**src/rtl/nios2_oci_trace_collector.sv**
```systemverilog
// Data-trace collector: captures {dct_count, dct_buffer} words into a FIFO and
// drains them through a first-word-fall-through valid/ready port.
module nios2_oci_trace_collector #(
    parameter int DCT_W      = 30,
    parameter int CNT_W      = 4,
    parameter int DEPTH      = 16,
    parameter int WRAP_MODE  = 0,
    parameter int DROP_CNT_W = 16
) (
    input  logic                     clk,
    input  logic                     reset,
    input  logic [DCT_W-1:0]         dct_buffer,
    input  logic [CNT_W-1:0]         dct_count,
    input  logic                     dct_push,
    input  logic                     test_ending,
    input  logic                     test_has_ended,
    output logic [CNT_W+DCT_W-1:0]   out_data,
    output logic                     out_valid,
    input  logic                     out_ready,
    output logic [$clog2(DEPTH):0]   fill_level,
    output logic [DROP_CNT_W-1:0]    drop_count,
    output logic                     overflow,
    output logic [1:0]               state,
    output logic                     done
);

    localparam int AW = $clog2(DEPTH);
    localparam int W  = CNT_W + DCT_W;
    localparam logic [AW:0]   FULL_LVL = (AW+1)'(DEPTH);
    localparam logic [AW:0]   ONE_LVL  = (AW+1)'(1);
    localparam logic [AW-1:0] ONE_PTR  = AW'(1);

    typedef enum logic [1:0] {
        ST_IDLE    = 2'd0,
        ST_CAPTURE = 2'd1,
        ST_FLUSH   = 2'd2,
        ST_DONE    = 2'd3
    } state_t;

    state_t                state_q, state_d;
    logic [AW-1:0]         wptr_q, wptr_d;
    logic [AW-1:0]         rptr_q, rptr_d;
    logic [AW:0]           fill_q, fill_d;
    logic [DROP_CNT_W-1:0] drop_q, drop_d;
    logic                  ovf_q, ovf_d;
    logic [W-1:0]          data_q, data_d;
    logic                  valid_q, valid_d;
    logic [W-1:0]          mem [DEPTH];

    logic [W-1:0] word;
    logic [W-1:0] head;
    logic         validPush;
    logic         endReq;
    logic         pop;
    logic         full;
    logic         accepting;
    logic         wrEn;
    logic         overwrite;
    logic         dropEv;

    assign word      = {dct_count, dct_buffer};
    assign validPush = dct_push && (dct_count != '0);
    assign endReq    = test_ending || test_has_ended;
    assign pop       = valid_q && out_ready;
    assign full      = (fill_q == FULL_LVL);
    assign accepting = (state_q == ST_IDLE) || (state_q == ST_CAPTURE);

    // A word written this cycle may already be the new head (empty FIFO, or
    // popping the last entry), so the head bypasses the array in that case.
    always_comb begin
        wrEn      = 1'b0;
        overwrite = 1'b0;
        dropEv    = 1'b0;
        state_d   = state_q;
        fill_d    = fill_q;
        drop_d    = drop_q;
        ovf_d     = ovf_q;

        if (validPush && accepting) begin
            if (!full || pop) begin
                wrEn = 1'b1;
            end else if (WRAP_MODE != 0) begin
                wrEn      = 1'b1;
                overwrite = 1'b1;
                dropEv    = 1'b1;
            end else begin
                dropEv = 1'b1;
            end
        end

        wptr_d = wrEn ? (wptr_q + ONE_PTR) : wptr_q;
        rptr_d = (pop || overwrite) ? (rptr_q + ONE_PTR) : rptr_q;

        if (wrEn && !pop && !overwrite) begin
            fill_d = fill_q + ONE_LVL;
        end else if (pop && !wrEn) begin
            fill_d = fill_q - ONE_LVL;
        end

        if (dropEv) begin
            ovf_d = 1'b1;
            if (drop_q != '1) begin
                drop_d = drop_q + DROP_CNT_W'(1);
            end
        end

        unique case (state_q)
            ST_IDLE: begin
                if (endReq) begin
                    state_d = ST_FLUSH;
                end else if (validPush) begin
                    state_d = ST_CAPTURE;
                end
            end
            ST_CAPTURE: begin
                if (endReq) begin
                    state_d = ST_FLUSH;
                end
            end
            ST_FLUSH: begin
                if (fill_q == '0) begin
                    state_d = ST_DONE;
                end
            end
            default: state_d = ST_DONE;
        endcase

        head    = (wrEn && (wptr_q == rptr_d)) ? word : mem[rptr_d];
        valid_d = (fill_d != '0) && (state_d != ST_DONE);
        data_d  = valid_d ? head : '0;
    end

    always_ff @(posedge clk) begin
        if (reset) begin
            state_q <= ST_IDLE;
            wptr_q  <= '0;
            rptr_q  <= '0;
            fill_q  <= '0;
            drop_q  <= '0;
            ovf_q   <= 1'b0;
            data_q  <= '0;
            valid_q <= 1'b0;
        end else begin
            state_q <= state_d;
            wptr_q  <= wptr_d;
            rptr_q  <= rptr_d;
            fill_q  <= fill_d;
            drop_q  <= drop_d;
            ovf_q   <= ovf_d;
            data_q  <= data_d;
            valid_q <= valid_d;
        end
    end

    always_ff @(posedge clk) begin
        if (!reset && wrEn) begin
            mem[wptr_q] <= word;
        end
    end

    assign out_data   = data_q;
    assign out_valid  = valid_q;
    assign fill_level = fill_q;
    assign drop_count = drop_q;
    assign overflow   = ovf_q;
    assign state      = state_q;
    assign done       = (state_q == ST_DONE);

endmodule

```
**config.mk**
```make
export PLATFORM = sky130hd
export DESIGN_NAME = nios2_oci_trace_collector
export DESIGN_NICKNAME = d
export VERILOG_FILES = /design/src/rtl/nios2_oci_trace_collector.sv
export SDC_FILE = /design/constraint.sdc
export NUM_CORES = 1
export LEC_CHECK = 0
export ABC_AREA = 0
export ABC_CLOCK_PERIOD_IN_PS = 5000
export BUFFER_PORTS_ARGS = -buffer_cell sky130_fd_sc_hd__buf_4
export CELL_PAD_IN_SITES_DETAIL_PLACEMENT = 0
export CELL_PAD_IN_SITES_GLOBAL_PLACEMENT = 1
export CORE_MARGIN = 1
export CORE_UTILIZATION = 53
export CTS_CLUSTER_SIZE = 8
export DETAILED_ROUTE_END_ITERATION = 6
export PLACE_DENSITY_LB_ADDON = 0.1
export SYNTH_ARGS = -nofsm -noshare
export SYNTH_HDL_FRONTEND = slang
export SYNTH_SLANG_ARGS = --single-unit
```
**constraint.sdc**
```tcl
create_clock -name clk -period 5 [get_ports clk]
set_input_delay 0.5 -clock clk [delete_from_list [all_inputs] [get_ports clk]]
set_output_delay 0.5 -clock clk [all_outputs]
set_load 0.005 [all_outputs]
```
==> flow_summary.yaml <==
run_status:
  outcome: "finished with violations"
  violations: "design-rule violations"
setup_path:
  cp_data_required_time_ps: 5510
  worst-path-max-fanout: 76
  start_kind: "register"
  cpMaxStageDelayCell: "nor2_2"
  crit_chain: "buf_4 > nand3_1 > o21a_1 > nor2_2 > buf_4 > o21ai_0 > o31a_1 > a211oi_1"
  cp-end-kind: "register"
  cpPeakStageDelay_ps: 750
  r2r_cells: 8
  cp_data_arrival_time_ps: 4040
  r2r_slack_ps: 1470
  timing.rr.start: "rptr_q[0]$_SDFF_PP0_"
  path_class: "register to register"
  crit_top_cell: "buf_4"
  rr_endpoint: "out_data[9]$_SDFF_PP0_"
clock_network:
  cts_hold_buf: 0
  cts_buffers: 86
  clockBufferDepth: 3
  postCtsSetupRepairBufs: 0
  clk_latency_ps: 610
  clkTransAtPathRegs_ps: 50
  cts.sinks: 611
  cts_tree: "built"
  cts_root_buf: "clkbuf_16"
  cts_max_level: 3
  ctsResizeCount: 0
synth:
  synth_edf_count: 544
  syn_nets: 1651
  syn_area_per_cell_um2: 15.78
  async_reset_ff_share_pct: 0
  synth_cell_types: 72
  ys.flop_type: "edfxtp_1"
  ys_ff_latch: 611
  synthCells: 1603
  yosys_warnings: 0
  yosysSeqAreaShare_pct: 69.90
  synth_area_mm2: 0.02529
min_path:
  hold_path.class: "input port to register"
  hold_depth: 3
  min_from: "test_ending"
  whs_endpoint: "state[1]$_SDFF_PP0_"
layout:
  final_nets: 1778
  post-route-util_pct: 62.80
  layout_common_cells: "edfxtp_1 (544), buf_4 (152), nor2_1 (116)"
  area_growth_pct: 16.34
  final_area_mm2: 0.02942
  drive_above_1_share_pct: 21.23
  diodes: 0
  final_common_cell: "edfxtp_1"
floorplanning:
  die_h_um: 220.4
  io_pins: 100
  core_mm2: 0.04685
  start_util_pct: 53.98
  std_cell_rows: 79
  fp.dieArea_mm2: 0.04859
  die_x_um: 220.4
sta:
  finalWorstSetupSlack_ps: 1474
  final.setup.tns_ps: 0
  slew_violations: 0
  hold_viol_final: 0
  worstMarginPinSlew_ps: 1047
  max_clock_freq_mhz: 283.6
  slew_headroom_pct: 30.19
  setup_viol: 0
  period_minus_slack_ps: 3526
  clock_skew_ps: 12.42
  timing.final.crit_share_pct: 70.53
  grt_setup_unrepaired: "false"
power_and_ir_drop:
  vdd_drop_max_mv: 0.3682
  power_leakage_nw: 9.673
  power_density_mw_per_mm2: 464.2
routing:
  ant_nets: 0
  vias: 15370
  drc: 3
  first_pass_iters: 7
  wire_per_inst_um: 26.59
  drt_iter0_drc: 1658
  drt-total-wl_mm: 63.97
  via_per_inst: 6.390
run:
  maxCapViolCount: 0
placement:
  placed_cell_area_mm2: 0.02686
  place.gp.congestion: 0.8377
  pre_cts_ws_ps: 1567
  portBuffers: 99
  hpwlAfterDp_mm: 36.91
global_route:
  grt_pass1_wl_mm: 94.71
  grt_max_degree: 77
  first_global_vias: 15210
  grt_util_all_layers_pct: 26.82
  gr-total-overflow: 0
  antenna_found_initial: 1
registers in the layout (all words and copies together) (netlist names):
register / count
drop_count: 16
fill_level: 5
mem: 544
out_data: 34
out_valid: 1
overflow: 1
rptr_q: 4
state: 2
wptr_q: 4
synth_stat cells, types with 32 or more instances:
cell,n,share of area (%)
edfxtp_1,544,65
nor2_1,130,1.9
mux2i_1,98,3.9
mux4_2,72,6.4
nand2_1,69,1.0
dfxtp_1,67,5.3
clkbuf_1,57,0.85
a21oi_1,42,0.83
a22oi_1,42,1.2
o21ai_0,34,0.67
a211oi_1,33,0.98
buf_2,32,0.63
per-layer routing:
metal / GRT usage [%] / share of wire (%)
met1: 37.34 / 43
met2: 42.76 / 48
met3: 4.742 / 6.2
met4: 9.356 / 2.8
met5: 0 / 0.020
metrics by stage:
stage | total power [W] | hold WS (ps) | cells
5_1_grt | 0.01413 | 111.2 | 2406
3_5_place_dp | 0.008325 | 497.0 | 2249
2_1_floorplan | 0.007512 | 465.0 | 1603
3_3_place_gp | 0.008312 | 482.3 | 2249
6_report | 0.01366 | 135.3 | 2406
4_1_cts | 0.01375 | 106.3 | 2406
how the worst max path moves through the flow:
stage	end	startpoint	cells after the start	slack, ps
2_1_floorplan	mem[0][0]$_DFFE_PP_	fill_level[0]$_SDFF_PP0_	7	780
3_3_place_gp	mem[13][10]$_DFFE_PP_	dct_count[3]	7	1650
3_5_place_dp	out_data[19]$_SDFF_PP0_	rptr_q[0]$_SDFF_PP0_	8	1570
4_1_cts	out_data[19]$_SDFF_PP0_	rptr_q[0]$_SDFF_PP0_	8	1560
5_1_grt	out_data[16]$_SDFF_PP0_	rptr_q[0]$_SDFF_PP0_	8	1350
6_report	out_data[9]$_SDFF_PP0_	rptr_q[0]$_SDFF_PP0_	8	1470
power breakdown:
group	switching [W]	total (W)	leakage (nW)	internal, W
logic	0.00134	0.00238	3.02	0.00105
registers	0.000138	0.00585	5.44	0.00572
clock network	0.00210	0.00542	1.21	0.00332
logic make-up after synthesis:
family                   share of synthesized area (%)
multiplexers                                     11.36
XOR/XNOR                                         1.069
flip-flops                                       69.90
adder cells (fa/ha/maj)                         0.3958
AND/OR/NAND/NOR                                  6.026
buffers and inverters                            2.296
AO/OA/AOI/OAI                                    8.955
area by class of cell:
type                            count  area, um^2
Tap cell                          607       759.5
Inverter                           14       52.55
Timing Repair Buffer              154        1181
Multi-Input combinational cell    863        7189
Clock inverter                      5       93.84
Fill cell                        3467       17430
Clock buffer                      152        2464
Sequential cell                   611       17680
worst max-delay path: cells and delay by family, from the launching register on:
family / cells / cell delay (ps)
simple gates: 2 / 1010
flops: 1 / 440
compound gates: 4 / 920
buf+inv: 2 / 1040
Power figures use the tool's default switching activity.
